**config.mk**
```make
export PLATFORM = sky130hd
export DESIGN_NAME = activation_arbiter
export DESIGN_NICKNAME = d
export VERILOG_FILES = /design/src/rtl/act_pkg.sv /design/src/rtl/activation_function.sv /design/src/rtl/rr_arbiter.sv /design/src/rtl/activation_arbiter.sv
export SDC_FILE = /design/constraint.sdc
export NUM_CORES = 1
export LEC_CHECK = 0
export ABC_AREA = 1
export CORE_MARGIN = 1.5
export CORE_UTILIZATION = 38
export CTS_CLUSTER_SIZE = 28
export DETAILED_ROUTE_END_ITERATION = 6
export HOLD_SLACK_MARGIN = 0.08
export PLACE_DENSITY = 0.68
export SYNTH_ARGS = -nofsm -noshare
export SYNTH_HDL_FRONTEND = slang
export SYNTH_SLANG_ARGS = --single-unit
```
**constraint.sdc**
```tcl
create_clock -name clk -period 8.2 [get_ports clk]
set_input_delay 2.05 -clock clk [delete_from_list [all_inputs] [get_ports clk]]
set_output_delay 2.05 -clock clk [all_outputs]
set_load 0.02 [all_outputs]
```
**src/rtl/act_pkg.sv**
```systemverilog
// Shared constants, index-result type and the saturating LUT-index helper for the activation arbiter.
package act_pkg;

    localparam int X_SHIFT = 50;
    localparam int IDX_MAX = 99;
    localparam int F_W     = 8;
    localparam int CNT_W   = 16;
    localparam int X_W     = 32;
    localparam int IDX_W   = $clog2(IDX_MAX + 1);

    typedef struct packed {
        logic             clamp;
        logic [IDX_W-1:0] idx;
    } idx_res_t;

    // One extra bit of headroom keeps x+offset exact even at the 32-bit extremes.
    function automatic idx_res_t sat_index(input logic [X_W-1:0] x);
        logic signed [X_W:0] s;
        idx_res_t            r;
        s       = $signed({x[X_W-1], x}) + $signed((X_W+1)'(X_SHIFT));
        r.clamp = 1'b0;
        r.idx   = s[IDX_W-1:0];
        if (s[X_W]) begin
            r.clamp = 1'b1;
            r.idx   = '0;
        end else if (s > $signed((X_W+1)'(IDX_MAX))) begin
            r.clamp = 1'b1;
            r.idx   = IDX_W'(IDX_MAX);
        end
        return r;
    endfunction

endpackage

```
**src/rtl/activation_function.sv**
```systemverilog
// Sigmoid LUT: entry i = floor(255 * sigmoid((i - 50) / 10)); purely combinational.
module activation_function
    import act_pkg::*;
(
    input  logic [IDX_W-1:0] idx,
    output logic [F_W-1:0]   f
);

    localparam logic [F_W-1:0] SIG_LUT [0:IDX_MAX] = '{
          1,   1,   2,   2,   2,   2,   3,   3,   3,   4,
          4,   5,   5,   6,   6,   7,   8,   9,   9,  10,
         12,  13,  14,  16,  17,  19,  21,  23,  25,  27,
         30,  33,  36,  39,  42,  46,  50,  54,  59,  63,
         68,  73,  79,  84,  90,  96, 102, 108, 114, 121,
        127, 133, 140, 146, 152, 158, 164, 170, 175, 181,
        186, 191, 195, 200, 204, 208, 212, 215, 218, 221,
        224, 227, 229, 231, 233, 235, 237, 238, 240, 241,
        242, 244, 245, 245, 246, 247, 248, 248, 249, 249,
        250, 250, 251, 251, 251, 252, 252, 252, 252, 253
    };

    always_comb begin
        f = SIG_LUT[IDX_MAX];
        if (idx <= IDX_W'(IDX_MAX)) f = SIG_LUT[idx];
    end

endmodule

```
**src/rtl/rr_arbiter.sv**
```systemverilog
// Round-robin arbiter: combinational grant from the rotating pointer; the pointer
// moves past the winner only on cycles where the grant is actually taken (advance).
module rr_arbiter #(
    parameter int NUM_REQ = 4,
    parameter int ID_W    = $clog2(NUM_REQ)
) (
    input  logic               clk,
    input  logic               rst,
    input  logic [NUM_REQ-1:0] req,
    input  logic               advance,
    output logic [NUM_REQ-1:0] grant,
    output logic [ID_W-1:0]    grant_id
);

    localparam int CW = ID_W + 1;

    logic [ID_W-1:0] ptr_q, ptr_d;

    always_comb begin
        logic          found;
        logic [CW-1:0] cand;
        grant    = '0;
        grant_id = '0;
        found    = 1'b0;
        cand     = '0;
        for (int k = 0; k < NUM_REQ; k++) begin
            cand = {1'b0, ptr_q} + CW'(k);
            if (cand >= CW'(NUM_REQ)) cand = cand - CW'(NUM_REQ);
            if (!found && req[cand[ID_W-1:0]]) begin
                found                 = 1'b1;
                grant[cand[ID_W-1:0]] = 1'b1;
                grant_id              = cand[ID_W-1:0];
            end
        end
        ptr_d = ptr_q;
        if (advance) begin
            ptr_d = (grant_id == ID_W'(NUM_REQ - 1)) ? '0 : ID_W'(grant_id + 1'b1);
        end
    end

    always_ff @(posedge clk or posedge rst) begin
        if (rst) ptr_q <= '0;
        else     ptr_q <= ptr_d;
    end

endmodule

```
**src/rtl/activation_arbiter.sv**
```systemverilog
// Shares one sigmoid LUT among NUM_REQ requesters: RR grant -> S1 (id, index) -> LUT -> S2 (id, f).
// Response is valid the cycle after the accept edge plus one; a stalled S2 backs up into S1 and then req_ready.
module activation_arbiter
    import act_pkg::*;
#(
    parameter int NUM_REQ = 4,
    parameter int ID_W    = $clog2(NUM_REQ)
) (
    input  logic                   clk,
    input  logic                   rst,
    input  logic [NUM_REQ-1:0]     req_valid,
    input  logic [NUM_REQ*X_W-1:0] req_x,
    output logic [NUM_REQ-1:0]     req_ready,
    output logic                   rsp_valid,
    input  logic                   rsp_ready,
    output logic [ID_W-1:0]        rsp_id,
    output logic [F_W-1:0]         rsp_f,
    output logic [CNT_W-1:0]       clamp_cnt
);

    logic [NUM_REQ-1:0] grant;
    logic [ID_W-1:0]    grant_id;
    logic               accept, s1_ready, s2_ready;
    logic [X_W-1:0]     sel_x;
    idx_res_t           sel_res;
    logic [F_W-1:0]     lut_f;

    logic               s1_valid_q, s1_valid_d;
    logic [ID_W-1:0]    s1_id_q, s1_id_d;
    logic [IDX_W-1:0]   s1_idx_q, s1_idx_d;
    logic               s2_valid_q, s2_valid_d;
    logic [ID_W-1:0]    s2_id_q, s2_id_d;
    logic [F_W-1:0]     s2_f_q, s2_f_d;
    logic [CNT_W-1:0]   clamp_cnt_q, clamp_cnt_d;

    rr_arbiter #(.NUM_REQ(NUM_REQ), .ID_W(ID_W)) u_arb (
        .clk      (clk),
        .rst      (rst),
        .req      (req_valid),
        .advance  (accept),
        .grant    (grant),
        .grant_id (grant_id)
    );

    activation_function u_lut (
        .idx (s1_idx_q),
        .f   (lut_f)
    );

    assign s2_ready  = !s2_valid_q || rsp_ready;
    assign s1_ready  = !s1_valid_q || s2_ready;
    // Gated by rst so nothing looks accepted while the pipeline is being cleared.
    assign req_ready = rst ? '0 : (grant & {NUM_REQ{s1_ready}});
    assign accept    = |req_ready;

    always_comb begin
        sel_x = '0;
        for (int i = 0; i < NUM_REQ; i++) begin
            if (grant[i]) sel_x = req_x[i*X_W +: X_W];
        end
        sel_res = sat_index(sel_x);
    end

    always_comb begin
        s1_valid_d  = s1_valid_q;
        s1_id_d     = s1_id_q;
        s1_idx_d    = s1_idx_q;
        s2_valid_d  = s2_valid_q;
        s2_id_d     = s2_id_q;
        s2_f_d      = s2_f_q;
        clamp_cnt_d = clamp_cnt_q;
        if (s1_ready) begin
            s1_valid_d = accept;
            if (accept) begin
                s1_id_d  = grant_id;
                s1_idx_d = sel_res.idx;
            end
        end
        if (s2_ready) begin
            s2_valid_d = s1_valid_q;
            if (s1_valid_q) begin
                s2_id_d = s1_id_q;
                s2_f_d  = lut_f;
            end
        end
        if (accept && sel_res.clamp && (clamp_cnt_q != '1)) clamp_cnt_d = clamp_cnt_q + 1'b1;
    end

    always_ff @(posedge clk or posedge rst) begin
        if (rst) begin
            s1_valid_q  <= 1'b0;
            s1_id_q     <= '0;
            s1_idx_q    <= '0;
            s2_valid_q  <= 1'b0;
            s2_id_q     <= '0;
            s2_f_q      <= '0;
            clamp_cnt_q <= '0;
        end else begin
            s1_valid_q  <= s1_valid_d;
            s1_id_q     <= s1_id_d;
            s1_idx_q    <= s1_idx_d;
            s2_valid_q  <= s2_valid_d;
            s2_id_q     <= s2_id_d;
            s2_f_q      <= s2_f_d;
            clamp_cnt_q <= clamp_cnt_d;
        end
    end

    assign rsp_valid = s2_valid_q;
    assign rsp_id    = s2_id_q;
    assign rsp_f     = s2_f_q;
    assign clamp_cnt = clamp_cnt_q;

endmodule

```
# == Word-level counts from Yosys, hierarchy flattened ==
# Memories as Yosys holds them, arrays and structs flattened.
# Cells that the tools add are included.
# classes
addsub,10
order_cmp,15
n_eq_ne,2
muxes,42
n_bitwise,5
reduce_logical,19
# ops
cell,count
$mux 32,4
$mux 8,5
$add 32x7->33 const B,1
$gt 33x8->1 const B,1
$mux 4,5
$mux 2,9
$add 16x1->16 const B,1
$ne 16x16->1 const B,1
$lt 2x3->1 const B,4
$or 4x4->4,3
$mux 1,11
$ge 3x3->1 const B,3
$logic_and 1x1->1,9
$bmux 1 s2,4
$demux 1 s2,4
$ge 2x1->1 const B,4
$ge 8x8->1 const B,1
$not 7->8,1
$sub 2x1->2 const B,4
$le 7x7->1 const B,1
$add 2x2->3 const B,2
$logic_not 1->1,5
$and 4x4->4,1
$reduce_and 2->1,2
6 further kinds,7
# totals
register_bits,39
mem_bits_ro,1024
input_bits,135
output_inout_bits,31
word_cells,102
n_memories,1
# mem_list
memory,depth,word_bits,read_ports,rd_ports_with_merged_regs,wr,line_no,source
(no name shown),128,8,1,0,0,activation_function.sv:24,if (idx <= IDX_W'(IDX_MAX)) f = SIG_LUT[idx];

# == Depth between registers and ports, before layout ==
# logic_depth
ltp_word,24
depth_mapped,32
depth_no_buf,31

# == Modules after synthesis ==
# A second synthesis with hierarchy kept.
# unflattened
hier_cells,1067
area_unflattened_um2,6127.1
# by_module_without_submodules
module,instances,cells_per_inst,area_each_um2,seq_area_each_um2
activation_arbiter,1,776,4509.3,925.9
activation_function,1,202,1043.5,0.0
rr_arbiter,1,89,574.3,50.0

# == Worst setup path after synthesis ==
# Ideal clock, no wire load.
# synth_path
path_type,input-to-output
start,input port req_valid[3]
end,output port req_ready[3]
arrival_time_ps,3368
required_time_ps,6150
setup_slack_ps,2782
path_stages,13
n_path_buf,2
cell_sequence,inv_1 nand2_2 nand3_4 nand2_8 nor2_8 nand2_1 nor2_2 nor2_2 nand2_4 buf_2 buf_4 nand2_1 inv_1
# synth_via
elab_chain_len,14
word_cells_on_any_way,26
cone_classes,mux: 16; bitwise: 4; reduce/logical: 6
# synth_lines
item,line_no,source
start: declaration,activation_arbiter.sv:11,"input logic [NUM_REQ-1:0] req_valid,"
$bmux 1 s2,rr_arbiter.sv:29,if (!found && req[cand[ID_W-1:0]]) begin
$mux 1 (not written as such),rr_arbiter.sv:29,
$mux 1,rr_arbiter.sv:29,
$logic_not 1->1,rr_arbiter.sv:29,
$logic_and 1x1->1,rr_arbiter.sv:29,
$mux 1,rr_arbiter.sv:29,
$logic_not 1->1,rr_arbiter.sv:29,
$logic_and 1x1->1,rr_arbiter.sv:29,
$mux 1,rr_arbiter.sv:29,
$logic_not 1->1,rr_arbiter.sv:29,
$logic_and 1x1->1,rr_arbiter.sv:29,
$mux 4 *,rr_arbiter.sv:29,
$and 4x4->4 *,activation_arbiter.sv:53,assign req_ready = rst ? '0 : (grant & {NUM_REQ{s1_ready}});
$mux 4 *,activation_arbiter.sv:53,
end: declaration,activation_arbiter.sv:13,"output logic [NUM_REQ-1:0] req_ready,"
# Every way passes the cells marked *; elsewhere a longest branch is shown, timed or not. The select of a mux whose other input is x is not followed.

# == Worst setup path in the final report ==
# Ends and elaborated chain as after synthesis.

==> impl_metrics.json <==
{
  "critical_path.startpoint_type": "input pin",
  "number_of_antenna_violations_at_the_first_check_in_global_routing": 0,
  "initial_standard_cell_utilization_of_the_core_pct": 39.1,
  "crit-reg2reg-launch": "u_arb.ptr_q[0]",
  "timing_max_transition_violations_final": 0,
  "hp-class": "reg -> reg",
  "grt_first_pass_wirelength_mm": 31.7,
  "placement.io_buffers": 165,
  "synth_top_flop_cell": "dfrtp_1",
  "finalWeightedCongestion": 0.907,
  "ys_seq_area_share_pct": 16.4,
  "routed_via_density": 5.16,
  "r2r_setup_slk_ps": 2790,
  "synth_nets": 1222,
  "critPathCaptureType": "output port",
  "synth_compound_area_share_pct": 14.7,
  "final_period_minus_worst_setup_slack_ps": 6660,
  "final_net_count": 1359,
  "area_of_the_multi_input_gates_um2": 4210,
  "htree_levels": 2,
  "drt.antenna.violating_nets": 0,
  "grt_max_degree": 65,
  "io-pin-count": 166,
  "finalSetupViolCount": 0,
  "cap_violations": 0,
  "ys.warnings.count": 0,
  "clkSlewWorstSetupHoldPaths_ps": 60,
  "number_of_drc_markers_after_the_initial_detailed_route_iteration": 667,
  "cts_num_sinks": 39,
  "clock_path_buffers": 2,
  "cts_made_buffers": 5,
  "post_route_clock_period_utilization_pct": 81.2,
  "cp_slowest_cell": "clkdlybuf4s50_1",
  "reg2reg_depth": 26,
  "synth-async-reset-ratio_pct": 100,
  "first_pass_iters": 5,
  "outcome": "completed",
  "syn-instance-count": 1065,
  "yosys.area_share.xor_xnor_pct": 2.21,
  "tritoncts": "yes",
  "buffers_inserted_by_post_cts_timing_repair": 0,
  "criticalPathCategory": "in -> out",
  "critical_path.cell_chain": "clkdlybuf4s50_1 -> inv_1 -> nand2_2 -> nand3_4 -> nand2_8 -> nor2_8 -> nand2_1 -> nor2_2 -> nor2_2 -> nand2_4 -> nand2_1 -> inv_1 -> clkdlybuf4s50_1",
  "synthesis.area_um2": 5940,
  "flow.area_growth_from_synthesis_pct": 30.3,
  "timing_worst_slew_pin_value_ps": 692,
  "yosysUniqueCellTypes": 47,
  "cp.arrival_ps": 4610,
  "antenna_cells": 0,
  "routed-via-count": 7176,
  "worst_path_dominant_cell_family": "buffers and inverters",
  "critical_path_peak_fanout": 62,
  "groute.usage.overall_pct": 23.5,
  "endpoint": "req_ready[3]",
  "die_area_um2": 16400,
  "dominant_combinational_cell_family_by_area_after_synthesis": "simple AND/OR/NAND/NOR gates",
  "synth-seq-cells": 39,
  "timing.final.hold_violations": 0,
  "grt.overflow.total": 0,
  "critPathRequiredTime_ps": 6150,
  "via_count_of_the_first_global_routing_pass": 6631,
  "critical_path_depth": 13,
  "rsz0062_at_grt": "false",
  "chipHeight_um": 128,
  "clk-insertion-delay-late_ps": 290,
  "detailedPlacementHpwl_mm": 15.4,
  "synth-simple-area-share_pct": 49.4,
  "post_synth_mux_area_share_pct": 0,
  "fmax_mhz": 150,
  "max-slew-margin-rel_pct": 53.9,
  "postRouteWirelength_mm": 19.2,
  "critical_path.max_stage_delay_ps": 610,
  "die_width_um": 128,
  "cts.hold.buffers_added": 0,
  "post_cts.resized_instances": 0,
  "placement_rows": 45,
  "mostFrequentLayoutCell": "nand2_1",
  "syn-mean-instance-area_um2": 5.57,
  "detail_route.drc_violations": 0,
  "rr_endpoint": "clamp_cnt[14]",
  "route.detailed.wl_per_inst_um": 13.8,
  "area.sequential_um2": 976,
  "fin_worst_skew_ps": 5.36,
  "synth-adder-area-share_pct": 4.64,
  "coreArea_um2": 15200,
  "final.setup.tns_ps": 0,
  "cts_root_buf": "clkbuf_16",
  "crit_path_start": "req_valid[3]",
  "crit_path_buffers_inverters": 4,
  "layout.filler_cells": 1626,
  "drive_gt1_share_pct": 5.65,
  "final_cell_mix": "nand2_1, clkdlybuf4s50_1, inv_1, nor2_1, nand3_1",
  "synth_edf_count": 0
}
==> tightest hold or removal path, stage by stage (launching register included) <==
cell and delay (ps):
dfrtp_1 350, nand2_1 50, o21ai_0 60
==> flip-flops by register name, summed over array words and instances, names as in the netlist <==
register and count:
clamp_cnt 16, rsp_f 8, rsp_id 2, rsp_valid 1, s1_id_q 2, s1_idx_q 7
s1_valid_q 1, u_arb.ptr_q 2
==> Yosys cell counts (8+ instances only) <==
cell        n  share of area (%)
nand4_1    12                1.3
inv_1     117                7.4
o21ai_0    34                2.9
nand3b_1    9                1.1
dfrtp_1    39                 16
nand2_1   391                 25
nor2_1    109                6.9
inv_2      11               0.70
nand3_1    98                8.3
nand2_2    13                1.4
buf_6      11                2.1
xor2_1     10                1.5
ha_1       22                4.6
buf_2       8               0.67
nor2_2      9               0.95
clkbuf_1   14               0.89
a31oi_1     8               0.84
a21oi_1    78                6.6
==> cell families (layout without fill, tap and decap cells) <==
group	count (synthesis)	in the layout
buffers and inverters	168	306
flip-flops	39	39
XOR/XNOR	15	15
AND/OR/NAND/NOR	671	671
AO/OA/AOI/OAI	150	150
adder cells (fa/ha/maj)	22	22
==> worst min path at each step <==
stage	from	endpoint	slack (ps)	depth (start not counted)
detailed placement	rsp_f[2]	rsp_f[2]	480	2
finish	rsp_id[0]	rsp_id[0]	490	2
CTS	rsp_f[2]	rsp_f[2]	490	2
floorplan	s1_id_q[1]	s1_id_q[1]	500	2
global route	rsp_f[2]	rsp_f[2]	510	2
global placement	rsp_f[2]	rsp_f[2]	470	2
==> metal layers <==
metal | track usage [%] | wire (um) | share of wire (%) | up-vias
li1 | - | - | - | 3697
met1 | 30.1 | 8500 | 44 | 3191
met2 | 40.5 | 9060 | 47 | 268
met3 | 4.55 | 1390 | 7.2 | 20
met4 | 6.15 | 261 | 1.4 | 0
met5 | 0 | 0 | 0 | -
==> cell type report <==
| type | count | share of cell area (%) |
|---|---|---|
| Clock inverter | 2 | 0.162 |
| Multi-Input combinational cell | 858 | 54.5 |
| Timing Repair Buffer | 170 | 21.8 |
| Tap cell | 188 | 3.04 |
| Clock buffer | 6 | 1.67 |
| Inverter | 128 | 6.21 |
| Sequential cell | 39 | 12.6 |
==> stage by stage <==
stage / setup slack (ps) / instance area, um^2 / hold WS, ps / instances / utilization (%)
after global routing: 1310 / 7730 / 511 / 1391 / 50.9
after floorplan: 2780 / 5940 / 502 / 1065 / -
after global placement: 1580 / 7590 / 471 / 1383 / 49.9
after detailed placement: 1530 / 7590 / 477 / 1383 / 49.9
final: 1540 / 7730 / 487 / 1391 / 50.9
after CTS: 1560 / 7730 / 491 / 1391 / 50.9
Power is left out: the tool's default activity adds up to more than one toggle a clock period on the data nets, which glitch-free logic cannot reach.
